--- src/rtl/factorial_arbiter.sv ---
// factorial_arbiter: round-robin owner of a single factorial unit shared by NREQ requesters.
// Latency: accept in T, fu_go in T+1, WAIT from T+2, resp_valid one cycle after the completion edge.
// Backpressure: requesters hold req_valid_i and their operand until req_ready_o; only one job is in flight.
//
// Ports:
//   clk_i, reset_i                 clock, synchronous active-high reset
//   req_valid_i/req_n_i            per-requester request and 4-bit operand (slice i = [4i+3:4i])
//   req_ready_o, resp_valid_o      one-hot accept / result pulses
//   resp_data_o/err_o/timeout_o    result (0 on error), error flag, watchdog-timeout flag
//   fu_go_o, fu_n_o                start pulse and latched operand to the factorial unit
//   fu_out_i, fu_done_i, fu_error_i  unit result and completion/error levels
//   busy_o, owner_o                non-IDLE indicator, current (or last) job owner
//
// Optional feature: define FACTORIAL_ARB_TIMEOUT_EN to enable the WAIT watchdog (limit TIMEOUT cycles).
module factorial_arbiter #(
    parameter int NREQ    = 4,
    parameter int TIMEOUT = 64
) (
    input  logic              clk_i,
    input  logic              reset_i,
    input  logic [NREQ-1:0]   req_valid_i,
    input  logic [4*NREQ-1:0] req_n_i,
    output logic [NREQ-1:0]   req_ready_o,
    output logic [NREQ-1:0]   resp_valid_o,
    output logic [31:0]       resp_data_o,
    output logic              resp_err_o,
    output logic              resp_timeout_o,
    output logic              fu_go_o,
    output logic [3:0]        fu_n_o,
    input  logic [31:0]       fu_out_i,
    input  logic              fu_done_i,
    input  logic              fu_error_i,
    output logic              busy_o,
    output logic [1:0]        owner_o
);

    if (NREQ < 2 || NREQ > 4 || TIMEOUT < 1) begin : g_bad_params
        $error("factorial_arbiter: NREQ must be 2..4 and TIMEOUT >= 1");
    end

    typedef enum logic [1:0] {S_IDLE, S_ISSUE, S_WAIT, S_RESP} state_t;

    state_t      state_q, state_d;
    logic [1:0]  owner_q, owner_d;
    logic [1:0]  last_q, last_d;
    logic [3:0]  fu_n_q, fu_n_d;
    logic [31:0] data_q, data_d;
    logic        err_q, err_d;
    logic        tmo_q, tmo_d;
    logic        done_prev_q, error_prev_q;
    logic        done_rise, error_rise, wd_expired;
    logic        any_req;
    logic [1:0]  win;
    logic [2:0]  cand;

    // Unit flags are tracked every cycle, not just in WAIT, so a level still
    // held from the previous job is already "old" when the new job starts.
    assign done_rise  = fu_done_i  & ~done_prev_q;
    assign error_rise = fu_error_i & ~error_prev_q;

`ifdef FACTORIAL_ARB_TIMEOUT_EN
    localparam int WDW = $clog2(TIMEOUT + 1);
    logic [WDW-1:0] wd_q, wd_d;

    // Counter equals the index of the current WAIT cycle; cleared everywhere else.
    assign wd_d       = (state_q == S_WAIT) ? wd_q + WDW'(1) : '0;
    assign wd_expired = (state_q == S_WAIT) && (wd_q == WDW'(TIMEOUT - 1));

    always_ff @(posedge clk_i) begin
        if (reset_i) wd_q <= '0;
        else         wd_q <= wd_d;
    end
`else
    assign wd_expired = 1'b0;
`endif

    // Round-robin search starting one past the last served requester.
    // last_q < NREQ and k <= NREQ, so a single conditional subtract wraps.
    always_comb begin
        win     = last_q;
        any_req = 1'b0;
        cand    = '0;
        for (int k = 1; k <= NREQ; k++) begin
            cand = {1'b0, last_q} + 3'(k);
            if (cand >= 3'(NREQ)) cand = cand - 3'(NREQ);
            if (!any_req && ((req_valid_i & (NREQ'(1) << cand)) != '0)) begin
                any_req = 1'b1;
                win     = cand[1:0];
            end
        end
    end

    always_comb begin
        state_d      = state_q;
        owner_d      = owner_q;
        last_d       = last_q;
        fu_n_d       = fu_n_q;
        data_d       = data_q;
        err_d        = err_q;
        tmo_d        = tmo_q;
        req_ready_o  = '0;
        resp_valid_o = '0;
        fu_go_o      = 1'b0;
        unique case (state_q)
            S_IDLE: begin
                if (any_req) begin
                    req_ready_o = NREQ'(1) << win;
                    fu_n_d      = 4'(req_n_i >> {win, 2'b00});
                    owner_d     = win;
                    state_d     = S_ISSUE;
                end
            end
            S_ISSUE: begin
                fu_go_o = 1'b1;
                state_d = S_WAIT;
            end
            S_WAIT: begin
                // Error edge wins over a simultaneous done edge.
                if (error_rise) begin
                    data_d  = '0;
                    err_d   = 1'b1;
                    tmo_d   = 1'b0;
                    state_d = S_RESP;
                end else if (done_rise) begin
                    data_d  = fu_out_i;
                    err_d   = 1'b0;
                    tmo_d   = 1'b0;
                    state_d = S_RESP;
                end else if (wd_expired) begin
                    data_d  = '0;
                    err_d   = 1'b1;
                    tmo_d   = 1'b1;
                    state_d = S_RESP;
                end
            end
            S_RESP: begin
                resp_valid_o = NREQ'(1) << owner_q;
                last_d       = owner_q;
                state_d      = S_IDLE;
            end
            default: state_d = S_IDLE;
        endcase
        // Nothing leaves the block while reset is being applied.
        if (reset_i) begin
            req_ready_o  = '0;
            resp_valid_o = '0;
            fu_go_o      = 1'b0;
        end
    end

    always_ff @(posedge clk_i) begin
        if (reset_i) begin
            state_q      <= S_IDLE;
            owner_q      <= '0;
            last_q       <= 2'(NREQ - 1);
            fu_n_q       <= '0;
            data_q       <= '0;
            err_q        <= 1'b0;
            tmo_q        <= 1'b0;
            done_prev_q  <= 1'b0;
            error_prev_q <= 1'b0;
        end else begin
            state_q      <= state_d;
            owner_q      <= owner_d;
            last_q       <= last_d;
            fu_n_q       <= fu_n_d;
            data_q       <= data_d;
            err_q        <= err_d;
            tmo_q        <= tmo_d;
            done_prev_q  <= fu_done_i;
            error_prev_q <= fu_error_i;
        end
    end

    assign resp_data_o    = data_q;
    assign resp_err_o     = err_q;
    assign resp_timeout_o = tmo_q;
    assign fu_n_o         = fu_n_q;
    assign busy_o         = (state_q != S_IDLE);
    assign owner_o        = owner_q;

endmodule

--- config.mk ---
export PLATFORM = sky130hd
export DESIGN_NAME = factorial_arbiter
export DESIGN_NICKNAME = d
export VERILOG_FILES = /design/src/rtl/factorial_arbiter.sv
export SDC_FILE = /design/constraint.sdc
export NUM_CORES = 1
export LEC_CHECK = 0
export CORE_AREA = 3 3 104 66
export CTS_CLUSTER_SIZE = 10
export DETAILED_ROUTE_END_ITERATION = 16
export DIE_AREA = 0 0 107 69
export HOLD_SLACK_MARGIN = 0.12
export PLACE_DENSITY_LB_ADDON = 0.05
export SETUP_SLACK_MARGIN = 0.3
export SLEW_MARGIN = 20
export SYNTH_ARGS = -nofsm -noshare
export SYNTH_HDL_FRONTEND = slang
export SYNTH_SLANG_ARGS = --single-unit
--- constraint.sdc ---
create_clock -name clk_i -period 6.6 [get_ports clk_i]
set_input_delay 1.32 -clock clk_i [delete_from_list [all_inputs] [get_ports clk_i]]
set_output_delay 1.32 -clock clk_i [all_outputs]
set_load 0.1 [all_outputs]
==> metrics.txt, run 1 <==
core area 6030 um^2; post-DP HPWL 4.17 mm; fin util 0.545; final setup margin 1.72 ns; number of hold buffers added after cts 0; Max Slew Vio Count 0; PortBufs 104; diode count 0; status finished clean; # IOs 106; Slew @ Worst Pin 0.990 ns; final worst path period share 0.740; Syn Inst Count 252; Worst Path Required 5.28 ns; CTS buffer count 5; CP Max Fanout 45; Routed Antenna Nets 0; Via Count 2057; largest net degree at the start of global routing 46; critical path class input pin to output pin; Initial DRC Count 86; Routed WL per cell 13.5 um; top-count cell post-synth dfxtp_1; Synth Warn # 0; CTS resizes 0; top cells by instance count after synthesis 45 x dfxtp_1, 38 x nand2_1, 36 x nand3_1; Max rail drop VDD 0.000237 V; GPL Wtd Cong 0.800; Netlist Area Pre-Place 2100 um^2; max-cap violations 0; Fin Hold WS 0.453 ns; crit end category output pin; HP Class flop to flop; top cell type's share of synthesized area 0.430; Remaining DRCs 0; ys flop type dfxtp_1; die area 7380 um^2; Max transition margin 0.338; Reg clk slew, reported paths 0.08 ns; DP Worst Slack 1.70 ns; synth top area cells dfxtp_1 43%, nand3_1 8.6%, a21oi_1 8.1%; syn nets 317; fraction of layout instances using a drive strength above 1 0.0690; Synth cell types 32; pwr dens 406 nW/um^2; first-pass GRT wire length 9.40 mm; Vias per Instance 4.76; setup violators final 0; CP Data Arrival Time 3.56 ns; CP startpoint kind input pin; P&R area growth vs syn 56.6%; final WL 5.83 mm; Die H 69 um; register bit total from synthesis 45; CTS Root Cell clkbuf_8; initial antenna violation count 0; RSZ-0062 raised after global routing no; CTS Sinks 45; asr flop ratio synth 0; Tmin final 4.88 ns; total power 1.33 mW; total gr overflow 0; DR pass1 iterations 4; vias in the first global route 1945; largest area contributor in the netlist dfxtp_1; worst skew pair latency 0.28 ns; clock skew 0.00223 ns; Tot GR Track Use 0.154; sequential fraction of the synthesis area 0.430; Final Hold Viols 0; H-Tree Depth 2; starting density of the core 0.348; CTS tree built; Post-CTS Setup Bufs 0; Cell Rows 22; synthesized area per cell 8.32 um^2; Pleak 1.21 nW; CTS max path bufs 2; Post-synth EDFFs 0; FF-to-FF setup slack 4.26 ns; setup tns final 0 ns; die width 107 um; FMAX 0.205 GHz; Total Nets Final 412
==> per-stage QoR <==
step	area (um^2)	instances
2_1_floorplan	2100	252
3_3_place_gp	3160	424
3_5_place_dp	3170	424
4_1_cts	3280	432
5_1_grt	3280	432
6_report	3280	432
==> cell usage in the layout (no fill, tap or decap), types with 4 or more instances in the layout <==
cell,synthesis,final
o221ai_1,4,4
buf_4,2,6
inv_1,8,8
a21oi_1,34,34
clkbuf_8,0,6
ha_1,9,9
mux2i_1,13,13
nand2_2,4,5
clkdlybuf4s50_1,0,99
a22oi_1,8,8
nor2_1,13,13
nand2_1,38,37
nand3_1,36,36
dfxtp_1,45,45
==> worst paths after layout <==
kind	depth (start not counted)	from	end
min reg2reg	2	resp_data_o[5]	resp_data_o[5]
max reg2reg	8	last_q[0]	fu_n_o[1]
min	2	resp_data_o[5]	resp_data_o[5]
max	4	reset_i	resp_valid_o[3]
==> per-layer routing <==
layer,GRT usage,vias to the layer above,routed length (um)
li1,-,1060,-
met1,0.230,929,2950
met2,0.217,64,2370
met3,0.0533,4,479
met4,0.0255,0,29
met5,0,-,0
==> where the power goes <==
part,internal [mW],switching (mW),leakage (nW)
Sequential,0.316,0.0330,0.366
Combinational,0.217,0.558,0.785
Clock,0.123,0.0859,0.0585
Total,0.656,0.677,1.21
==> worst max-delay path, cell delays in order <==
cell and delay [ns]:
buf_2 0.65, inv_1 0.33, and4_1 0.29, clkdlybuf4s50_1 0.96
==> cell type report <==
| cell class | instances | area [um^2] |
|---|---|---|
| flip-flops and latches | 45 | 901 |
| fillers | 544 | 2740 |
| multi-input cells | 181 | 1090 |
| repair buffers | 106 | 1040 |
| clock inverters | 1 | 30.0 |
| well taps | 84 | 105 |
| inverters | 8 | 30.0 |
| clock buffers | 7 | 86.3 |
==> state kept, by name, summed over array words and instances, names as in the netlist <==
name	flops
resp_data_o	32
fu_n_o	4
last_q	2
owner_o	2
state_q	2
done_prev_q	1
error_prev_q	1
resp_err_o	1
==> logic make-up after synthesis <==
family,count (synthesis),share of synthesized area
AOI/OAI and AO/OA,52,0.156
xor gates and xnor gates,1,0.00418
adders and majority gates,9,0.0537
buffers and inverters,26,0.0519
DFF,45,0.430
muxes,15,0.0728
other,1,0.00179
and+or+nand+nor,103,0.230
Power figures use the tool's default switching activity.
==> inputs of run 2 (changes only) <==
- clock period: 6.6 -> 4.3 ns (I/O delays scaled with it)
==> run 2 against run 1 <==
Wire length up 1.3%. Largest cell class is now non-clock buffers. Worst setup slack worse by 1.1 ns. Sequential power up 53%. Via count down 0.88%. Worst hold slack about the same.
==> metrics.txt, run 2 (synthesis gave the netlist of run 1 again) <==
status finished clean; crit end category output pin; Max transition margin 0.320 (-0.0180); Max rail drop VDD 0.000468 V (+97%); Pleak 1.24 nW (+2.2%); Slew @ Worst Pin 1.02 ns (+0.0269 ns); total power 2.03 mW (+52%); Fin Hold WS 0.453 ns (-0.000487 ns); Reg clk slew, reported paths 0.09 ns (about the same); Vias per Instance 4.69 (-1.6%); CP most frequent cell nand2_1; pwr dens 611 nW/um^2 (+51%); Total Nets Final 416 (+0.97%); Remaining DRCs 0 (unchanged); Max Slew Vio Count 0 (unchanged); die area 7380 um^2 (unchanged); fraction of layout instances using a drive strength above 1 0.0883 (+0.0194); PortBufs 104 (unchanged); Slowest Stage Delay on Critical Path 0.46 ns (-0.50 ns); Worst Path Buf+Inv 3 (unchanged); Worst Path Required 3.44 ns (-1.84 ns); clock skew 0.0103 ns (+0.00809 ns); first-pass GRT wire length 9.32 mm (-0.95%); Routed Antenna Nets 0 (unchanged); fin util 0.551 (+0.00664); RSZ-0062 raised after global routing no; critical path class input pin to output pin; CP Max Fanout 11 (-76%); setup tns final 0 ns (unchanged); CTS Sinks 45 (unchanged); total gr overflow 0 (unchanged); worst skew pair latency 0.29 ns (about the same); Largest register FFs 32 (unchanged); final setup margin 0.628 ns (-1.09 ns); starting density of the core 0.348 (unchanged); die width 107 um (unchanged); GPL Wtd Cong 0.788 (-1.5%); final WL 5.91 mm (+1.3%); most frequent cells in the layout 94 x clkdlybuf4s50_1, 45 x dfxtp_1, 38 x nand2_1; vias in the first global route 1860 (-4.4%); H-Tree Depth 2 (unchanged); Tmin final 3.67 ns; HP Class flop to flop; Tot GR Track Use 0.156 (+0.00133); CTS buffer count 5 (unchanged); Cell Rows 22 (unchanged); Placed Cells incl. Taps 428 (+0.94%); largest net degree at the start of global routing 45 (-2.2%); CTS resizes 0 (unchanged); crit-path leading delay family buffers and inverters; CTS max path bufs 2 (unchanged); final worst path period share 0.854; max-cap violations 0 (unchanged); commonest non-fill, non-tap cell in the layout clkdlybuf4s50_1; Finished Cell Area 3320 um^2 (+1.2%); Via Count 2039 (-0.88%); Routed WL per cell 13.6 um (+0.62%); FMAX 0.272 GHz; P&R area growth vs syn 58.5%; Crit-path slowest cell clkdlybuf4s50_1; Final Hold Viols 0 (unchanged); CTS Root Cell clkbuf_8; CTS tree built; setup violators final 0 (unchanged); diode count 0 (unchanged); # IOs 106 (unchanged); DP Worst Slack 0.624 ns (-1.08 ns); number of hold buffers added after cts 0 (unchanged); post-DP HPWL 4.21 mm (+0.90%); core area 6030 um^2 (unchanged); DR pass1 iterations 4 (unchanged); initial antenna violation count 0 (unchanged); post-route insts no fill 435 (+0.69%); Post-CTS Setup Bufs 0 (unchanged); CP Data Arrival Time 2.81 ns (-0.75 ns); Die H 69 um (unchanged); Initial DRC Count 72 (-16%); Cell Area, Placed 3240 um^2 (+2.3%); CP cell instances clkdlybuf4s50_1, a22oi_1, nand2_1, a31oi_1, xnor2_1, buf_4, nand2_1, nor2_1, buf_12; CP startpoint kind input pin
run 2: worst paths after layout:
| check | startpoint | end | slack [ns] | depth (start not counted) |
|---|---|---|---|---|
| max reg2reg | last_q[0] | fu_n_o[3] | 2.09 | 9 |
| min reg2reg | resp_data_o[7] | resp_data_o[7] | 0.45 | 2 |
| max | req_valid_i[0] | req_ready_o[1] | 0.63 | 9 |
| min | resp_data_o[7] | resp_data_o[7] | 0.45 | 2 |
run 2: per-layer routing:
layer  wire length (um)  GRT usage  vias up
li1                   -          -     1071
met1               2870      0.226      896
met2               2410      0.206       66
met3                573     0.0720        6
met4                 57     0.0383        0
met5                  0          0        -
run 2: worst reg2reg max path: stages (launching register included):
cell      delay (ns)
dfxtp_1         0.40
inv_1           0.11
ha_1            0.26
a22oi_1         0.17
nand2_1         0.18
a31oi_1         0.24
xnor2_1         0.15
buf_4           0.23
mux2i_1         0.22
o221ai_1        0.14
run 2: cell type report:
| class | count | area, um^2 |
|---|---|---|
| fillers | 583 | 2700 |
| repair buffers | 110 | 1110 |
| multi-input cells | 181 | 1090 |
| flip-flops and latches | 45 | 901 |
| well taps | 84 | 105 |
| clock buffers | 7 | 86.3 |
| inverters | 8 | 30.0 |
run 2: where the power goes:
part | internal (mW) | switching [mW]
Sequential | 0.485 | 0.0505
Combinational | 0.369 | 0.861
Clock | 0.128 | 0.137
Total | 0.981 | 1.05
==> inputs of run 3 (changes only) <==
- TNS_END_PERCENT: default -> 100
==> results of run 3 <==
No change in the layout: final DEF, timing and power equal those of run 2.
